===== src/rtl/engine_read_arbiter.sv =====
// rtl/engine_read_arbiter.sv - round-robin multi-engine DRAM read arbiter with ID-tagged beat return
// Optional per-engine grant counters are built when READ_ARB_PERF_EN is defined.
module engine_read_arbiter #(
    parameter int NUM_ENGINES         = 4,
    parameter int C0_C_S_AXI_ID_WIDTH = 8,
    parameter int DATA_W              = 256,
    parameter int MAX_OUTSTANDING     = 4
) (
    input  logic                                           clk,
    input  logic                                           rst,
    input  logic [NUM_ENGINES*(C0_C_S_AXI_ID_WIDTH-4)-1:0] eng_rd_id_in,
    input  logic [NUM_ENGINES*33-1:0]                      eng_rd_addr_in,
    input  logic [NUM_ENGINES*8-1:0]                       eng_rd_len_in,
    input  logic [NUM_ENGINES-1:0]                         eng_rd_info_valid_in,
    output logic [NUM_ENGINES-1:0]                         eng_rd_info_rdy_out,
    output logic [DATA_W-1:0]                              eng_rd_data_out,
    output logic [NUM_ENGINES-1:0]                         eng_rd_data_valid_out,
    input  logic [NUM_ENGINES-1:0]                         eng_rd_data_rdy_in,
    output logic [C0_C_S_AXI_ID_WIDTH-1:0]                 rd_id_out,
    output logic [32:0]                                    rd_addr_out,
    output logic [7:0]                                     rd_len_out,
    output logic                                           rd_info_valid_out,
    input  logic                                           rd_info_rdy_in,
    input  logic [DATA_W-1:0]                              rd_data_in,
    input  logic [C0_C_S_AXI_ID_WIDTH-1:0]                 rd_id_in,
    input  logic                                           rd_last_in,
    input  logic                                           rd_data_valid_in,
    output logic                                           rd_data_rdy_out,
    output logic                                           bad_id_out,
    input  logic [3:0]                                     perf_sel_in,
    output logic [31:0]                                    perf_cnt_out
);
    localparam int ID_W  = C0_C_S_AXI_ID_WIDTH;
    localparam int LID_W = ID_W - 4;
    localparam int PTR_W = (NUM_ENGINES > 1) ? $clog2(NUM_ENGINES) : 1;

    typedef enum logic [0:0] {IDLE, REQ} state_t;
    state_t state, state_next;

    logic [PTR_W-1:0]       rr_ptr, grant, grant_q;
    logic                   found;
    logic [3:0]             outstanding [NUM_ENGINES];
    logic [NUM_ENGINES-1:0] eligible, cnt_inc, cnt_dec;
    logic [LID_W-1:0]       sel_lid;
    logic [32:0]            sel_addr;
    logic [7:0]             sel_len;
    logic [3:0]             sel;
    logic                   sel_ok, req_fire, beat_fire;

    function automatic logic [PTR_W-1:0] ptr_add(input logic [PTR_W-1:0] p, input int k);
        int s;
        s = int'(p) + k;
        if (s >= NUM_ENGINES) s = s - NUM_ENGINES;
        return PTR_W'(s);
    endfunction

    always_comb begin
        for (int e = 0; e < NUM_ENGINES; e++)
            eligible[e] = eng_rd_info_valid_in[e] && (outstanding[e] < 4'(MAX_OUTSTANDING));
    end

    // First eligible engine at or after rr_ptr; saturated engines are simply passed over.
    always_comb begin
        found = 1'b0;
        grant = rr_ptr;
        for (int k = 0; k < NUM_ENGINES; k++) begin
            if (!found && eligible[ptr_add(rr_ptr, k)]) begin
                found = 1'b1;
                grant = ptr_add(rr_ptr, k);
            end
        end
    end

    always_comb begin
        sel_lid  = '0;
        sel_addr = '0;
        sel_len  = '0;
        for (int e = 0; e < NUM_ENGINES; e++) begin
            if (grant == PTR_W'(e)) begin
                sel_lid  = eng_rd_id_in[e*LID_W +: LID_W];
                sel_addr = eng_rd_addr_in[e*33 +: 33];
                sel_len  = eng_rd_len_in[e*8 +: 8];
            end
        end
    end

    always_comb begin
        state_next          = state;
        eng_rd_info_rdy_out = '0;
        case (state)
            IDLE: begin
                if (found && !rst) begin
                    eng_rd_info_rdy_out[grant] = 1'b1;
                    state_next                 = REQ;
                end
            end
            REQ: begin
                if (rd_info_rdy_in) state_next = IDLE;
            end
            default: state_next = IDLE;
        endcase
    end

    assign rd_info_valid_out = (state == REQ);
    assign req_fire          = (state == REQ) && rd_info_rdy_in;

    always_ff @(posedge clk) begin
        if (rst) begin
            state       <= IDLE;
            rr_ptr      <= '0;
            grant_q     <= '0;
            rd_id_out   <= '0;
            rd_addr_out <= '0;
            rd_len_out  <= '0;
        end else begin
            state <= state_next;
            if (state == IDLE && found) begin
                grant_q     <= grant;
                rd_id_out   <= {4'(grant), sel_lid};
                rd_addr_out <= sel_addr;
                rd_len_out  <= sel_len;
            end
            if (req_fire) rr_ptr <= ptr_add(grant_q, 1);
        end
    end

    // Beats are steered purely by the engine field of the returned ID; unknown engines are drained.
    assign sel             = rd_id_in[ID_W-1 -: 4];
    assign sel_ok          = (32'(sel) < NUM_ENGINES);
    assign eng_rd_data_out = rd_data_in;

    always_comb begin
        eng_rd_data_valid_out = '0;
        rd_data_rdy_out       = 1'b1;
        for (int e = 0; e < NUM_ENGINES; e++) begin
            if (sel == 4'(e)) begin
                eng_rd_data_valid_out[e] = rd_data_valid_in;
                rd_data_rdy_out          = eng_rd_data_rdy_in[e];
            end
        end
    end

    assign beat_fire = rd_data_valid_in && rd_data_rdy_out && rd_last_in;

    always_comb begin
        for (int e = 0; e < NUM_ENGINES; e++) begin
            cnt_inc[e] = req_fire && (grant_q == PTR_W'(e));
            cnt_dec[e] = beat_fire && (sel == 4'(e));
        end
    end

    // Decrement saturates at zero so stale last-beats after a reset cannot wrap the count.
    always_ff @(posedge clk) begin
        for (int e = 0; e < NUM_ENGINES; e++) begin
            if (rst)
                outstanding[e] <= '0;
            else if (cnt_inc[e] && !cnt_dec[e])
                outstanding[e] <= outstanding[e] + 4'd1;
            else if (cnt_dec[e] && !cnt_inc[e] && outstanding[e] != 4'd0)
                outstanding[e] <= outstanding[e] - 4'd1;
        end
    end

    always_ff @(posedge clk) begin
        if (rst)
            bad_id_out <= 1'b0;
        else if (rd_data_valid_in && !sel_ok)
            bad_id_out <= 1'b1;
    end

`ifdef READ_ARB_PERF_EN
    logic [31:0] perf_cnt [NUM_ENGINES];

    always_ff @(posedge clk) begin
        if (rst) begin
            for (int e = 0; e < NUM_ENGINES; e++) perf_cnt[e] <= '0;
            perf_cnt_out <= '0;
        end else begin
            for (int e = 0; e < NUM_ENGINES; e++)
                if (cnt_inc[e]) perf_cnt[e] <= perf_cnt[e] + 32'd1;
            perf_cnt_out <= '0;
            for (int e = 0; e < NUM_ENGINES; e++)
                if (perf_sel_in == 4'(e)) perf_cnt_out <= perf_cnt[e];
        end
    end
`else
    logic unused_perf_sel;
    assign unused_perf_sel = ^perf_sel_in;
    assign perf_cnt_out    = '0;
`endif

    logic unused_id_low;
    assign unused_id_low = ^rd_id_in[LID_W-1:0];

endmodule


===== config.mk =====
export PLATFORM = sky130hd
export DESIGN_NAME = engine_read_arbiter
export DESIGN_NICKNAME = d
export VERILOG_FILES = /design/src/rtl/engine_read_arbiter.sv
export SDC_FILE = /design/constraint.sdc
export NUM_CORES = 1
export LEC_CHECK = 0
export BUFFER_PORTS_ARGS = -buffer_cell sky130_fd_sc_hd__buf_4
export CAP_MARGIN = 10
export CORE_AREA = 3 3 316 318
export DETAILED_ROUTE_END_ITERATION = 7
export DIE_AREA = 0 0 319 321
export GPL_ROUTABILITY_DRIVEN = 0
export PLACE_DENSITY = 0.31
export SYNTH_ARGS = -nofsm -noshare
export SYNTH_HDL_FRONTEND = slang
export SYNTH_SLANG_ARGS = --single-unit
export TNS_END_PERCENT = 5

===== constraint.sdc =====
create_clock -name clk -period 4.6 [get_ports clk]
set_clock_uncertainty 0.15 [all_clocks]
set_input_delay 0.23 -clock clk [delete_from_list [all_inputs] [get_ports clk]]
set_output_delay 0.23 -clock clk [all_outputs]
set_load 0.02 [all_outputs]

# ---- Word level (Yosys, flattened, before mapping)
# Memories as Yosys holds them, arrays and structs flattened.
# Cells that the tools add are included.
dict set report word_totals {
  reg_bits 53
  ram_bits 16
  n_memories 1
  inputBits 461
  elab_cells 199
  output_inout_bits 348
}
dict set report op_classes {
  eq_ne 9
  n_bitwise 9
  n_lt_le_gt_ge 16
  muxes 86
  n_reduce_logical 54
  add_sub_neg 17
}
# memory words word_bits rd rd_clocked_by_memory_dff wr line
set memory_table {}
lappend memory_table {outstanding 4 4 4 0 4 42} ;# logic [3:0] outstanding [NUM_ENGINES];
# cell n
set op_table {}
lappend op_table {{two-way mux 33 bit} 4}
lappend op_table {{two-way mux 4 bit} 14}
lappend op_table {{two-way mux 1 bit} 49}
lappend op_table {{logical AND 1 bit} 34}
lappend op_table {{two-way mux 8 bit} 4}
lappend op_table {{less-than comparator 4 x 3 -> 1 bit (second input constant)} 5}
lappend op_table {{two-way mux 2 bit} 9}
lappend op_table {{adder 4 x 1 -> 4 bit (second input constant)} 4}
lappend op_table {{nonzero test 4 bit} 4}
lappend op_table {{subtractor 4 x 1 -> 4 bit (second input constant)} 4}
lappend op_table {{less-than comparator 2 x 3 -> 1 bit (second input constant)} 5}
lappend op_table {{logical NOT 1 bit} 13}
lappend op_table {{>= comparator 3 bit (second input constant)} 4}
lappend op_table {{subtractor 2 x 1 -> 2 bit (second input constant)} 5}
lappend op_table {{binary-select mux 1 bit (select 2 bit)} 4}
lappend op_table {{== test 2 bit (second input constant)} 4}
lappend op_table {{== test 4 x 2 -> 1 bit (second input constant)} 2}
lappend op_table {{bitwise OR 1 bit} 8}
lappend op_table {{adder 2 x 1 -> 3 bit (second input constant)} 2}
lappend op_table {{adder 2 x 2 -> 3 bit (second input constant)} 2}
lappend op_table {{== test 2 x 1 -> 1 bit (second input constant)} 2}
lappend op_table {{== test 4 x 1 -> 1 bit (second input constant)} 1}
lappend op_table {{logical NOT 2 bit} 2}
lappend op_table {{logical NOT 4 bit} 1}
lappend op_table {{5 further kinds} 5}

# ---- Longest topological paths before layout
# Gate-level depths: netlist (run 1).
# An unclocked memory read counts as a cell.
dict set report depth {
  depth_word 21
  mapped_depth 12
}

# ---- Worst setup path after synthesis (run 1)
# No wires, ideal clock.
dict set report synth_path {
  path_kind {flip-flop to flip-flop}
  from {register grant_q[0]}
  to {memory outstanding[2][3], data pin}
  required_ns 4.184
  stages_incl_launch_ff 13
  arrival_ns 2.424
  setup_time_ns 0.266
  synth_period_minus_slack_ns 2.840
  path_slack_ns 1.760
  cell_sequence {dfxtp_1 > inv_1 > ha_1 > nand3_1 > o41ai_1 > or4_1 > inv_1 > ha_1 > a21o_1 > a21oi_1 > xnor2_1 > mux2i_1 > nor2_1}
}
# item line
set synth_lines {}
lappend synth_lines {{start: declaration} 40} ;# logic [PTR_W-1:0] rr_ptr, grant, grant_q;
lappend synth_lines {{start signal: assignment} 118} ;# grant_q <= grant;
lappend synth_lines {{end: declaration} 42}

==> flow_summary_export.csv, run 1 <==
group,metric,value,unit
synthesis,synth_fa_ha_area_share,2.409,%
floorplan,initial_utilization,7.293,%
finish,drive_gt1_share,40.38,%
synthesis,synth_mux_area_share,8.167,%
synthesis,synth_edf_count,16,
drt,drt_wl_total,55800,um
global_route,grt_pass1_vias,6405,
synthesis,yosysWarningCount,0,
power_and_ir_drop,p_int,1.493,mW
clock_network,clk_latency,390,ps
timing,hold_viol,0,
outcome,status,"finished, final reports clean",
timing,tightest_slew,1123,ps
setup_path,startpoint_type,"flop",
setup_path,end_kind,"flop",
setup_path,critPathBufInv,3,
floorplan,dieArea,0.1024,mm2
setup_path,crit_top_cell,"dlygate4sd3_1",
power_and_ir_drop,clkPwrFrac,29.9,%
global_route,antenna_found_initial,4,
timing,period_needed,4126,ps
setup_path,r2r_setup_slack,470,ps
synthesis,synthXorXnorAreaFrac,0.2480,%
worst_hold_path,min-delay-start,"eng_rd_addr_in[78]",
clock_network,clock_sinks,67,
synthesis,synth_cell_types,64,
global_route,grt_first_pass_wirelength,69350,um
setup_path,setup.worst_path.class,"reg2reg",
drt,detail-route-antenna-nets,0,
timing,fmax,0.2424,GHz
clock_network,path_clk_slew,80,ps
drt,drt-initial-drc-count,430,
synthesis,syn-instance-count,820,
synthesis,async_reset_ff_share,0,%
power_and_ir_drop,seqPwrFrac,29.3,%
setup_path,critPathSlowestCell,"nor4b_1",
power_and_ir_drop,ir_drop,123.2,uV
clock_network,cts_tree,"done",
clock_network,h-tree-depth,3,
timing,slew_viol_final,0,
floorplan,fp.dieW,319,um
clock_network,cts_buffers,9,
clock_network,cts_max_path_buffers,2,
floorplan,core_area,0.09685,mm2
drt,drc_errors,0,
power_and_ir_drop,switchingPower,1.060,mW
finish,fin_util,9.475,%
synthesis,ys_seq_area_share,21.26,%
finish,layout.cells.most_common,"buf_4",
timing,min_period_over_period,89.70,%
finish,most-common-layout-cells,"buf_4 (282), dfxtp_1 (51), o31ai_1 (45), a221o_1 (45), nand4_1 (44)",
setup_path,worst-endpoint-required,4720,ps
synthesis,ys.flop_type,"dfxtp_1",
finish,n_fill_cell,11256,
timing,setup_tns,0,ps
synthesis,syn-mean-instance-area,8.613,um2
synthesis,synth_compound_area_share,21.67,%
power_and_ir_drop,combPwrFrac,40.8,%
synthesis,syn_area,0.007063,mm2
synthesis,yosys.area_share.simple,10.59,%
drt,vias_per_cell,3.018,
place,port_buffers,254,
clock_network,cts_resized,0,
drt,post_drt_wl_per_cell,26.38,um
power_and_ir_drop,swShare,41.53,%
finish,multi_input_area,0.003226,mm2
power_and_ir_drop,p_leak,3.394,nW
floorplan,io_pins,809,
setup_path,worstPathArrival,4250,ps
timing,slew_headroom,24.17,%
synthesis,ys_seq_elements,67,
floorplan,chipHeight,321,um
setup_path,max_stage_delay,870,ps
setup_path,cp_cell_sequence,"nor4b_1, o41a_2, buf_12, mux2i_1, dlygate4sd3_1, o221ai_1, dlygate4sd3_1",
timing,rsz0062_at_grt,"false",
global_route,overflow,0,
setup_path,critPathMaxFanout,26,
setup_path,startpoint,"outstanding[2][3]",
floorplan,fp-row-count,114,
setup_path,cp_top_family,"buffers and inverters",
place,post-dp-hpwl,47840,um
timing,setup_violations,0,
clock_network,cts-root-buf,"clkbuf_16",
setup_path,timing.rr.start,"outstanding[2][3]",
finish,fin_nets,1306,
power_and_ir_drop,powerDensity,278.2,mW/mm2
drt,drt_pass1_iterations,5,
finish,area_growth_syn_to_layout,29.92,%
finish,seqCellArea,0.001501,mm2
drt,num_vias,6383,
global_route,grt_max_degree,44,
synthesis,synth_top_family_by_area,"buffers and inverters",
global_route,track_usage,10.45,%
worst_hold_path,hp-class,"in2reg",
flow_run,max_cap_violations,0,
[power by group through the flow]
| stage | Sequential, mW | Clock, mW | Combinational [mW] |
|---|---|---|---|
| after floorplan | 0.819 | 0 | 0.773 |
| after global placement | 0.759 | 0 | 1.03 |
| after detailed placement | 0.762 | 0 | 1.03 |
| after CTS | 0.749 | 0.828 | 1.07 |
| after global routing | 0.759 | 0.840 | 1.13 |
| final | 0.748 | 0.763 | 1.04 |
[worst register-to-register path: cells and delay by family, from the launching register on]
kind,cells,cell delay (ps)
buf+inv,3,1440
compound gates,2,870
simple gates,1,870
mux,1,220
flops,1,460
[flip-flops by register name, indices dropped and copies added, names as in the netlist]
name               cells
rd_len_out             8
rr_ptr                 2
rd_info_valid_out      1
outstanding           16
rd_addr_out           33
grant_q                2
bad_id_out             1
rd_id_out              4
[metrics by stage]
| stage | hold WS, ps | power [mW] | setup WS (ps) | cell area, um2 | cells |
|---|---|---|---|---|---|
| floorplan | 220.7 | 1.592 | 1760 | 7187 | 853 |
| global placement | 310.1 | 1.791 | 1053 | 8548 | 2062 |
| detailed placement | 310.1 | 1.793 | 1058 | 8553 | 2063 |
| CTS | 0.1567 | 2.648 | 470.9 | 9171 | 2113 |
| global route | 23.31 | 2.726 | 250.0 | 9171 | 2113 |
| finish | 38.48 | 2.553 | 474.0 | 9176 | 2115 |
[repair_timing]
item                                    CTS  global route
setup buffers                             0             0
hold buffers                             34             0
endpoints found under the setup margin    0             0
hold endpoints to repair                 19             0
[final cells by class]
class / instances / area share (%)
Multi-Input combinational cell: 417 / 35.15
Timing Repair Buffer: 319 / 27.27
Clock inverter: 7 / 0.5727
Antenna cell: 2 / 0.05454
Inverter: 18 / 0.7363
Sequential cell: 67 / 16.36
Tap cell: 1276 / 17.40
Clock buffer: 9 / 2.454
[worst paths after layout]
check | end | cells after the start
setup / recovery | rd_addr_out[8] | 7
hold / removal | rd_addr_out[12] | 3
setup reg to reg | rd_addr_out[8] | 7
hold reg to reg | rd_addr_out[23] | 1
[cells in the mapped netlist (all sizes together), types with 10 or more instances]
library cell | n | area share (%)
buf | 308 | 32
dfxtp | 51 | 14
a221o | 45 | 6.4
o31ai | 45 | 4.8
nand4 | 44 | 3.9
a211oi | 43 | 4.6
clkbuf | 43 | 2.3
mux2 | 43 | 6.9
nor2 | 28 | 1.5
inv | 18 | 0.96
edfxtp | 16 | 6.8
nand2 | 14 | 0.74
ha | 12 | 2.1
a21oi | 10 | 0.71
nand3 | 10 | 0.71
[per-layer routing]
metal / vias up / track usage, % / wire [um]
li1: 2736 / - / -
met1: 2967 / 9.373 / 17720
met2: 604 / 17.24 / 25880
met3: 74 / 8.073 / 9475
met4: 2 / 4.939 / 2639
met5: - / 0.6944 / 95
[logic make-up (layout without fill, tap and decap cells)]
group,after synthesis,in the layout
adder cells (fa/ha/maj),13,13
AND/OR/NAND/NOR,134,134
buffers and inverters,369,353
flip-flops,67,67
multiplexers,51,51
other,1,36
AO/OA/AOI/OAI,183,183
XOR/XNOR,2,2
(Power assumes the default switching activity.)
==> run 2, diff against run 1 <==
Settings changed: CORE_AREA 3 3 316 318 to 2 2 315 317, DIE_AREA 0 0 319 321 to 0 0 317 319.
==> run 2 against run 1 <==
  * Via count up 1.0%
  * First-iteration DRC count up 0.70%
  * Worst setup slack better by 220 ps
  * Sequential share of layout area down 0.38 points
  * Clock power up 7.9%
  * Wire length down 4.5%
  * Hold slack better by 1.3 ps
  * Non-clock buffer count up 15
  * Global-route usage down 0.32 points
  * Critical endpoint unchanged
==> flow_summary_export.csv, run 2 (same netlist as run 1, synthesis figures left out) <==
group,metric,value,unit
drt,drc_errors,0,
global_route,overflow,0,
floorplan,chipHeight,319,um
flow_run,max_cap_violations,0,
finish,reg_top3,"rd_addr_out x33, outstanding x16, rd_len_out x8",
setup_path,setup.worst_path.class,"reg2reg",
clock_network,postCtsSetupRepairBufs,0,
finish,area_growth_syn_to_layout,33.00,%
global_route,grt_first_pass_wirelength,65960,um
floorplan,fp-row-count,115,
clock_network,clk_latency,400,ps
finish,largest_reg_flops,33,
setup_path,startpoint_type,"flop",
floorplan,initial_utilization,7.229,%
setup_path,critPathMaxFanout,22,
floorplan,core_area,0.09770,mm2
place,port_buffers,254,
drt,detail-route-antenna-nets,0,
timing,fmax,0.2562,GHz
finish,fin_nets,1321,
timing,slew_headroom,25.65,%
clock_network,cts-root-buf,"clkbuf_16",
finish,layout.cells.most_common,"buf_4",
global_route,grt_max_degree,45,
place,post-place-ws,946.0,ps
finish,regMostFlops,"rd_addr_out",
clock_network,cts_resized,0,
timing,period_needed,3903,ps
drt,post_drt_wl_per_cell,24.85,um
power_and_ir_drop,p_total,2.620,mW
global_route,grt_pass1_vias,6395,
clock_network,cts_buffers,9,
outcome,status,"finished, final reports clean",
timing,hold_viol,0,
finish,drive_gt1_share,38.97,%
timing,setup_ws,697.0,ps
drt,vias_per_cell,3.008,
setup_path,worst-endpoint-required,4720,ps
timing,setup_tns,0,ps
timing,min_period_over_period,84.85,%
drt,drt_wl_total,53290,um
clock_network,path_clk_slew,90,ps
setup_path,end_kind,"flop",
global_route,antenna_found_initial,7,
drt,num_vias,6450,
power_and_ir_drop,ir_drop,113.4,uV
floorplan,dieArea,0.1011,mm2
place,post-dp-hpwl,44660,um
clock_network,h-tree-depth,3,
finish,most-common-layout-cells,"buf_4 (277), dlygate4sd3_1 (54), dfxtp_1 (51), o31ai_1 (45), a221o_1 (45)",
timing,slew_viol_final,0,
worst_hold_path,hp-class,"in2reg",
drt,drt_pass1_iterations,4,
floorplan,fp.dieW,317,um
finish,fin_util,9.615,%
timing,tightest_slew,1101,ps
clock_network,cts_tree,"done",
power_and_ir_drop,powerDensity,278.9,mW/mm2
drt,drt-initial-drc-count,433,
worst_hold_path,holdPathStages,3,
setup_path,r2r_setup_slack,700,ps
setup_path,r2r_cells,6,
timing,hold_slack,39.75,ps
clock_network,cts_max_path_buffers,2,
timing,setup_violations,0,
setup_path,worstPathArrival,4020,ps
global_route,track_usage,10.12,%
timing,rsz0062_at_grt,"false",
clock_network,clock_sinks,67,
floorplan,io_pins,809,
power_and_ir_drop,p_leak,3.468,nW
-- run 2: area by class of cell --
type / instances / area (um2)
fill: 11334 / 88310
clock inverter: 7 / 76.32
timing repair buffer: 334 / 2680
sequential: 67 / 1501
clock buffer: 9 / 225.2
inverter: 18 / 67.56
tap: 1287 / 1610
antenna: 5 / 12.51
multi-input combinational: 417 / 3221
-- run 2: what timing repair did --
item | in CTS | in global routing
setup endpoints to repair | 0 | 0
hold endpoints to repair | 32 | 0
hold buffers | 54 | 0
-- run 2: power breakdown --
group          switching [mW]  internal [mW]  total [mW]
registers              0.0635          0.684       0.747
clock network           0.398          0.425       0.823
logic                   0.601          0.449        1.05
-- run 2: metal layers --
layer / share of wire [%] / GRT usage [%]
met2: 48 / 17.20
met1: 31 / 9.052
met3: 17 / 7.199
met5: 0.021 / 0.1451
met4: 4.1 / 4.528
-- run 2: worst max-delay path, stage by stage (launching register included) --
cell	delay (ps)
dfxtp_1	430
nor4b_1	880
o41a_2	890
buf_4	410
mux2i_1	270
o221ai_1	140
dlygate4sd3_1	570
-- run 2: per-stage QoR --
step	cells	area, um2
3_5_place_dp	2069	8539
6_report	2144	9394
3_3_place_gp	2069	8539
4_1_cts	2139	9382
2_1_floorplan	853	7187
5_1_grt	2139	9382
-- run 2: worst paths after layout --
kind	from	end
max reg2reg	rr_ptr[0]	rd_addr_out[8]
min reg2reg	rd_addr_out[25]	rd_addr_out[25]
max	rr_ptr[0]	rd_addr_out[8]
min	eng_rd_addr_in[104]	rd_addr_out[5]
